## src/rtl/fetch_queue_if.sv

```systemverilog
// Fetch-to-decode queue interface: push side from fetch, pop side to decode,
// plus flush and occupancy status. Exception encoding shared with the bench.
package fetch_queue_pkg;
    typedef enum logic [2:0] {
        NO_EXCEPTION          = 3'd0,
        INSTR_ADDR_MISALIGNED = 3'd1,
        INSTR_ACCESS_FAULT    = 3'd2,
        INSTR_PAGE_FAULT      = 3'd3,
        ILLEGAL_INSTR         = 3'd4
    } exc_type_e;
endpackage

interface fetch_queue_if #(
    parameter int XLEN  = 32,
    parameter int DEPTH = 4
);
    import fetch_queue_pkg::*;
    localparam int CW = $clog2(DEPTH + 1);

    logic            flush_i;
    logic            push_valid_i;
    logic            push_ready_o;
    logic [XLEN-1:0] push_pc_i;
    logic [XLEN-1:0] push_inst_i;
    logic            push_is_comp_i;
    exc_type_e       push_exc_i;
    logic            push_taken_i;
    logic [XLEN-1:0] push_tgt_i;
    logic            pop_valid_o;
    logic            pop_ready_i;
    logic [XLEN-1:0] pop_pc_o;
    logic [XLEN-1:0] pop_inst_o;
    logic            pop_is_comp_o;
    exc_type_e       pop_exc_o;
    logic            pop_taken_o;
    logic [XLEN-1:0] pop_tgt_o;
    logic [CW-1:0]   count_o;
    logic            empty_o;
    logic            almost_full_o;

    modport master (
        output flush_i, push_valid_i, push_pc_i, push_inst_i, push_is_comp_i,
               push_exc_i, push_taken_i, push_tgt_i, pop_ready_i,
        input  push_ready_o, pop_valid_o, pop_pc_o, pop_inst_o, pop_is_comp_o,
               pop_exc_o, pop_taken_o, pop_tgt_o, count_o, empty_o, almost_full_o
    );

    modport slave (
        input  flush_i, push_valid_i, push_pc_i, push_inst_i, push_is_comp_i,
               push_exc_i, push_taken_i, push_tgt_i, pop_ready_i,
        output push_ready_o, pop_valid_o, pop_pc_o, pop_inst_o, pop_is_comp_o,
               pop_exc_o, pop_taken_o, pop_tgt_o, count_o, empty_o, almost_full_o
    );
endinterface

```

## src/rtl/fetch_queue.sv

```systemverilog
// Circular instruction queue between fetch and decode with optional empty-queue
// bypass, occupancy status and an exception fence behind a faulting fetch.
module fetch_queue
    import fetch_queue_pkg::*;
#(
    parameter int XLEN     = 32,
    parameter int DEPTH    = 4,
    parameter int BYPASS   = 1,
    parameter int AFULL_TH = DEPTH - 1
) (
    input logic         clk_i,
    input logic         rst_i,
    fetch_queue_if.slave q
);
    localparam int PW = $clog2(DEPTH);
    localparam int CW = $clog2(DEPTH + 1);

    typedef struct packed {
        logic [XLEN-1:0] pc;
        logic [XLEN-1:0] inst;
        logic            is_comp;
        exc_type_e       exc;
        logic            taken;
        logic [XLEN-1:0] tgt;
    } entry_t;

    entry_t        mem [DEPTH];
    logic [PW-1:0] rd_ptr, wr_ptr;
    logic [CW-1:0] count;
    logic          fence;

    entry_t push_ent, head;
    logic   push_ready, pop_valid, byp, byp_thru;
    logic   push_fire, pop_fire, wr_en, rd_en;

    always_comb begin
        push_ent         = '0;
        push_ent.pc      = q.push_pc_i;
        push_ent.inst    = q.push_inst_i;
        push_ent.is_comp = q.push_is_comp_i;
        push_ent.exc     = q.push_exc_i;
        push_ent.taken   = q.push_taken_i;
        push_ent.tgt     = q.push_tgt_i;
    end

    assign push_ready = !q.flush_i && (count < CW'(DEPTH)) && !fence;
    assign byp        = (BYPASS != 0) && (count == '0);

    always_comb begin
        if (byp) begin
            pop_valid = q.push_valid_i && push_ready;
            head      = push_ent;
        end else begin
            pop_valid = (count != '0) && !q.flush_i;
            head      = mem[rd_ptr];
        end
    end

    assign push_fire = q.push_valid_i && push_ready;
    assign pop_fire  = pop_valid && q.pop_ready_i;
    // An entry forwarded and consumed in the same cycle never touches storage.
    assign byp_thru  = byp && push_fire && q.pop_ready_i;
    assign wr_en     = push_fire && !byp_thru;
    assign rd_en     = pop_fire && !byp_thru;

    always_ff @(posedge clk_i) begin
        if (wr_en) mem[wr_ptr] <= push_ent;
    end

    always_ff @(posedge clk_i or posedge rst_i) begin
        if (rst_i) begin
            rd_ptr <= '0;
            wr_ptr <= '0;
            count  <= '0;
            fence  <= 1'b0;
        end else if (q.flush_i) begin
            rd_ptr <= '0;
            wr_ptr <= '0;
            count  <= '0;
            fence  <= 1'b0;
        end else begin
            if (wr_en) wr_ptr <= wr_ptr + PW'(1);
            if (rd_en) rd_ptr <= rd_ptr + PW'(1);
            case ({wr_en, rd_en})
                2'b10:   count <= count + CW'(1);
                2'b01:   count <= count - CW'(1);
                default: count <= count;
            endcase
            // With the fence up nothing else is accepted, so the faulting
            // entry is always the youngest and leaves when count drops to 0.
            if (wr_en && push_ent.exc != NO_EXCEPTION)
                fence <= 1'b1;
            else if (fence && rd_en && count == CW'(1))
                fence <= 1'b0;
        end
    end

    assign q.push_ready_o  = push_ready;
    assign q.pop_valid_o   = pop_valid;
    assign q.pop_pc_o      = pop_valid ? head.pc      : '0;
    assign q.pop_inst_o    = pop_valid ? head.inst    : '0;
    assign q.pop_is_comp_o = pop_valid ? head.is_comp : 1'b0;
    assign q.pop_exc_o     = pop_valid ? head.exc     : NO_EXCEPTION;
    assign q.pop_taken_o   = pop_valid ? head.taken   : 1'b0;
    assign q.pop_tgt_o     = pop_valid ? head.tgt     : '0;
    assign q.count_o       = count;
    assign q.empty_o       = (count == '0);
    assign q.almost_full_o = (count >= CW'(AFULL_TH));
endmodule

```

## src/flat_wrapper.sv

```systemverilog
// flat-port wrapper written by rule: the top's interface ports become plain ports
module fetch_queue_flat import fetch_queue_pkg::*;
#(
    parameter int XLEN     = 32,
    parameter int DEPTH    = 4,
    parameter int BYPASS   = 1,
    parameter int AFULL_TH = DEPTH - 1
)
  (clk_i, rst_i, q_flush_i, q_push_valid_i, q_push_pc_i, q_push_inst_i, q_push_is_comp_i, q_push_exc_i, q_push_taken_i, q_push_tgt_i, q_pop_ready_i, q_push_ready_o, q_pop_valid_o, q_pop_pc_o, q_pop_inst_o, q_pop_is_comp_o, q_pop_exc_o, q_pop_taken_o, q_pop_tgt_o, q_count_o, q_empty_o, q_almost_full_o);
  fetch_queue_if #(.XLEN(XLEN), .DEPTH(DEPTH)) q_i ();
  input logic clk_i;
  input logic rst_i;
  input wire logic [$bits(q_i.flush_i)-1:0] q_flush_i;
  input wire logic [$bits(q_i.push_valid_i)-1:0] q_push_valid_i;
  input wire logic [$bits(q_i.push_pc_i)-1:0] q_push_pc_i;
  input wire logic [$bits(q_i.push_inst_i)-1:0] q_push_inst_i;
  input wire logic [$bits(q_i.push_is_comp_i)-1:0] q_push_is_comp_i;
  input wire logic [$bits(q_i.push_exc_i)-1:0] q_push_exc_i;
  input wire logic [$bits(q_i.push_taken_i)-1:0] q_push_taken_i;
  input wire logic [$bits(q_i.push_tgt_i)-1:0] q_push_tgt_i;
  input wire logic [$bits(q_i.pop_ready_i)-1:0] q_pop_ready_i;
  output wire logic [$bits(q_i.push_ready_o)-1:0] q_push_ready_o;
  output wire logic [$bits(q_i.pop_valid_o)-1:0] q_pop_valid_o;
  output wire logic [$bits(q_i.pop_pc_o)-1:0] q_pop_pc_o;
  output wire logic [$bits(q_i.pop_inst_o)-1:0] q_pop_inst_o;
  output wire logic [$bits(q_i.pop_is_comp_o)-1:0] q_pop_is_comp_o;
  output wire logic [$bits(q_i.pop_exc_o)-1:0] q_pop_exc_o;
  output wire logic [$bits(q_i.pop_taken_o)-1:0] q_pop_taken_o;
  output wire logic [$bits(q_i.pop_tgt_o)-1:0] q_pop_tgt_o;
  output wire logic [$bits(q_i.count_o)-1:0] q_count_o;
  output wire logic [$bits(q_i.empty_o)-1:0] q_empty_o;
  output wire logic [$bits(q_i.almost_full_o)-1:0] q_almost_full_o;
  assign q_i.flush_i = q_flush_i;
  assign q_i.push_valid_i = q_push_valid_i;
  assign q_i.push_pc_i = q_push_pc_i;
  assign q_i.push_inst_i = q_push_inst_i;
  assign q_i.push_is_comp_i = q_push_is_comp_i;
  assign q_i.push_exc_i = q_push_exc_i;
  assign q_i.push_taken_i = q_push_taken_i;
  assign q_i.push_tgt_i = q_push_tgt_i;
  assign q_i.pop_ready_i = q_pop_ready_i;
  assign q_push_ready_o = q_i.push_ready_o;
  assign q_pop_valid_o = q_i.pop_valid_o;
  assign q_pop_pc_o = q_i.pop_pc_o;
  assign q_pop_inst_o = q_i.pop_inst_o;
  assign q_pop_is_comp_o = q_i.pop_is_comp_o;
  assign q_pop_exc_o = q_i.pop_exc_o;
  assign q_pop_taken_o = q_i.pop_taken_o;
  assign q_pop_tgt_o = q_i.pop_tgt_o;
  assign q_count_o = q_i.count_o;
  assign q_empty_o = q_i.empty_o;
  assign q_almost_full_o = q_i.almost_full_o;
  fetch_queue #(.XLEN(XLEN), .DEPTH(DEPTH), .BYPASS(BYPASS), .AFULL_TH(AFULL_TH)) u_core (.clk_i(clk_i), .rst_i(rst_i), .q(q_i));
endmodule
```

## config.mk

```make
export PLATFORM = sky130hd
export DESIGN_NAME = fetch_queue_flat
export DESIGN_NICKNAME = d
export VERILOG_FILES = /design/src/rtl/fetch_queue_if.sv /design/src/rtl/fetch_queue.sv /design/src/flat_wrapper.sv
export SDC_FILE = /design/constraint.sdc
export NUM_CORES = 1
export LEC_CHECK = 0
export BUFFER_PORTS_ARGS = -buffer_cell sky130_fd_sc_hd__clkbuf_2
export CAP_MARGIN = 20
export CORE_MARGIN = 10
export CORE_UTILIZATION = 24
export DETAILED_ROUTE_END_ITERATION = 10
export MAX_ROUTING_LAYER = met4
export SKIP_CTS_REPAIR_TIMING = 1
export SYNTH_ARGS = -nofsm -noshare
export SYNTH_HDL_FRONTEND = slang
export SYNTH_SLANG_ARGS = --single-unit
```

## constraint.sdc

```tcl
create_clock -name clk_i -period 5.2 [get_ports clk_i]
set_clock_uncertainty 0.2 [all_clocks]
set_input_delay 0 -clock clk_i [delete_from_list [all_inputs] [get_ports clk_i]]
set_output_delay 0 -clock clk_i [all_outputs]
set_load 0.01 [all_outputs]
```

==> impl_metrics.toml <==
[outcome]
outcome = "finished, final reports clean"

[detailed_routing]
drt-total-wl_mm = 42.4
wire_per_inst_um = 18.9
route.detailed.drc = 0
drtIter0Drc = 756
drt.antenna.violating_nets = 0
detailroute.via_count = 9714
detail_route.first_pass.iterations = 5
drt-vias-per-instance = 4.33

[power]
power.share.clock_pct = 37.9
total_switching_power_uw = 2310
power.share.combinational_pct = 18.1
power.internal_uw = 6340
switching_share_pct = 26.7
powerDensity_mw_per_mm2 = 402
seqPwrFrac_pct = 44.0
max-vdd-ir-drop_mv = 0.255
power_leakage_uw = 0.00730

[setup_path]
cp_data_arrival_time_ns = 3.92
end_kind = "primary output"
critPathRequiredTime_ns = 5.00
cp_class = "register to primary output"
reg2reg_path_depth = 8
crit_path_cell_trace = "inv_1 > ha_1 > nand2b_4 > inv_4 > a21o_4 > buf_4 > a21oi_1 > clkbuf_2"
critical_path.max_stage_delay_ns = 0.68
timing.critical_path.buf_inv = 4
critical-path-slowest-cell = "sky130_fd_sc_hd__inv_4"
critical_path_stages = 8
ff2ff_setup_slack_ns = 1.39
startpoint_type = "register"
cp_top_family = "buffers and inverters"
critical_path_peak_fanout = 54

[grt]
antenna_violations_before_repair = 6
grt_start_max_net_pins = 67
overflow = 0
global_route_wire_length_before_repair_mm = 63.0
grt_pass1_vias = 9881
grt_usage_pct = 10.4

[yosys]
synth_area_per_cell_sq_um = 17.7
synthesized_instance_count = 946
yosys_warnings = 0
synth.ff_latch_count = 412
synth.distinct_cells = 41
synth_top_cell_by_area = "sky130_fd_sc_hd__edfxtp_1"
postSynth.topFlopCell = "sky130_fd_sc_hd__edfxtp_1"
synth_top_area_share_pct = 72.6
synth-edff-count = 404
synthesis.area_sq_mm = 0.0167
async_reset_ff_share_pct = 1.94
mappedNetlistNets = 1061
top_post_synthesis_cells_by_area = "sky130_fd_sc_hd__edfxtp_1, sky130_fd_sc_hd__mux4_2, sky130_fd_sc_hd__nand2_1"
synth.yosys.seq_area_share_pct = 73.8

[clock_network]
clk-insertion-delay-late_ns = 0.56
cts_tree = "yes"
cts.reportedPaths.clkPinSlew_ns = 0.06
cts_made_buffers = 46
clock_tree.root_cell = "sky130_fd_sc_hd__clkbuf_16"
htree_levels = 2
numClockSinks = 412
ctsLongestPathBuffers = 3

[timing]
setup-tns-final_ns = 0
drv_slew = 0
max_slew.worst_pin.slew_ns = 0.964
hold_violations = 0
rsz0062_at_grt = "no"
setup-violations-final = 0
timing.final.crit_period_ns = 4.12
maxClockFrequency_ghz = 0.243
timing.final.crit_share_pct = 79.2
max_slew_margin_pct = 35.7

[placement]
routabilityCongestion = 0.765
portbufs = 213
dpl.hpwl_mm = 24.8
dpl-instance-area_sq_mm = 0.0188

[cells_and_area]
multi_input_area_sq_mm = 0.00404
commonest_non_fill_non_tap_cell_in_the_layout = "sky130_fd_sc_hd__edfxtp_1"
area_delta_synth_final_pct = 28.6
drive_above_1_share_pct = 31.0
final_design_area_no_fill_sq_mm = 0.0215
design.final.nets = 1389
sequential_area_sq_mm = 0.0123
mostFrequentLayoutCells = "sky130_fd_sc_hd__edfxtp_1, sky130_fd_sc_hd__clkbuf_2, sky130_fd_sc_hd__nand2_1"
final.fill_count = 6732

[hold_path]
hold_depth = 2
hold_class = "input pin to register"

[floorplanning]
core_sq_mm = 0.0688
fp.dieArea_sq_mm = 0.0806
row_count = 96
io_pins = 214
floorplan.die.height_um = 284
die_width_um = 284
initial_core_util_pct = 24.3

[flow_run]
maxCapViolations = 0
[routing by layer]
metal | track usage, % | wire length [um] | vias to the layer above
met3 | 3.04 | 2530 | 60
met2 | 15.8 | 19800 | 267
li1 | - | - | 4386
met4 | 2.41 | 815 | 0
met1 | 13.6 | 19200 | 5001
met5 | - | 0 | -
[final timing paths]
check	to	from
max	q_pop_tgt_o[10]	u_core.q.count_o[0]
min	u_core.mem[2][22]	q_push_tgt_i[22]
max reg2reg	u_core.rd_ptr[0]	u_core.q.count_o[0]
min reg2reg	u_core.wr_ptr[0]	u_core.wr_ptr[0]
max in group asynchronous	u_core.rd_ptr[1]	rst_i
min in group asynchronous	u_core.rd_ptr[0]	rst_i
[sequential cells by signal (all words and copies together) (netlist names)]
name and cells:
u_core.fence 1, u_core.wr_ptr 2, u_core.q.count_o 3, u_core.mem 404
u_core.rd_ptr 2
[cells by family (layout without fill, tap and decap cells)]
family	after synthesis	count (layout)	share of synthesized area, %
AO/OA/AOI/OAI	122	122	3.89
flip-flops	412	412	73.8
other	0	5	0
buffers and inverters	70	431	2.27
multiplexers	103	103	13.8
adder cells (fa/ha/maj)	9	9	0.674
AND/OR/NAND/NOR	230	230	5.61
[synth_stat cells (6+ instances only)]
master and n:
sky130_fd_sc_hd__a21oi_1 106, sky130_fd_sc_hd__buf_1 17, sky130_fd_sc_hd__buf_2 20, sky130_fd_sc_hd__buf_6 6, sky130_fd_sc_hd__clkbuf_1 12, sky130_fd_sc_hd__dfrtp_1 8
sky130_fd_sc_hd__edfxtp_1 404, sky130_fd_sc_hd__ha_1 9, sky130_fd_sc_hd__inv_1 8, sky130_fd_sc_hd__mux4_2 99, sky130_fd_sc_hd__nand2_1 203
[final cells by class]
type | instances | area share [%]
Sequential cell | 412 | 57.4
Timing Repair Buffer | 340 | 11.0
Antenna cell | 5 | 0.0582
Clock inverter | 26 | 1.30
Inverter | 10 | 0.198
Clock buffer | 55 | 5.81
Multi-Input combinational cell | 464 | 18.8
Tap cell | 931 | 5.42
[worst register-to-register path, delay by kind of cell (launching register included)]
kind                       cells  cell delay, ns
buffers and inverters          4            2.03
DFF                            1            0.42
AOI/OAI and AO/OA              2            0.40
and+or+nand+nor                1            0.39
adders and majority gates      1            0.31
[stage by stage]
| step | setup WS, ns | total power (uW) | instances | util, % | hold slack, ns |
|---|---|---|---|---|---|
| after global routing | 0.750 | 9080 | 2243 | 31.2 | -0.0120 |
| after detailed placement | 1.58 | 5410 | 2045 | 27.4 | -0.227 |
| final | 1.08 | 8650 | 2243 | 31.2 | 0.0176 |
| after global placement | 1.65 | 5390 | 2045 | 27.4 | -0.235 |
| after floorplan | 1.20 | 4840 | 946 | - | -0.384 |
| after CTS | 0.947 | 8740 | 2126 | 29.6 | -0.853 |
[power groups by stage]
stage | Combinational (uW) | Clock [uW] | Sequential (uW)
2_1_floorplan | 1000 | 0 | 3830
3_3_place_gp | 1520 | 0 | 3870
3_5_place_dp | 1530 | 0 | 3880
4_1_cts | 1540 | 3390 | 3810
5_1_grt | 1730 | 3530 | 3820
6_report | 1570 | 3280 | 3800
Power figures use the tool's default switching activity.
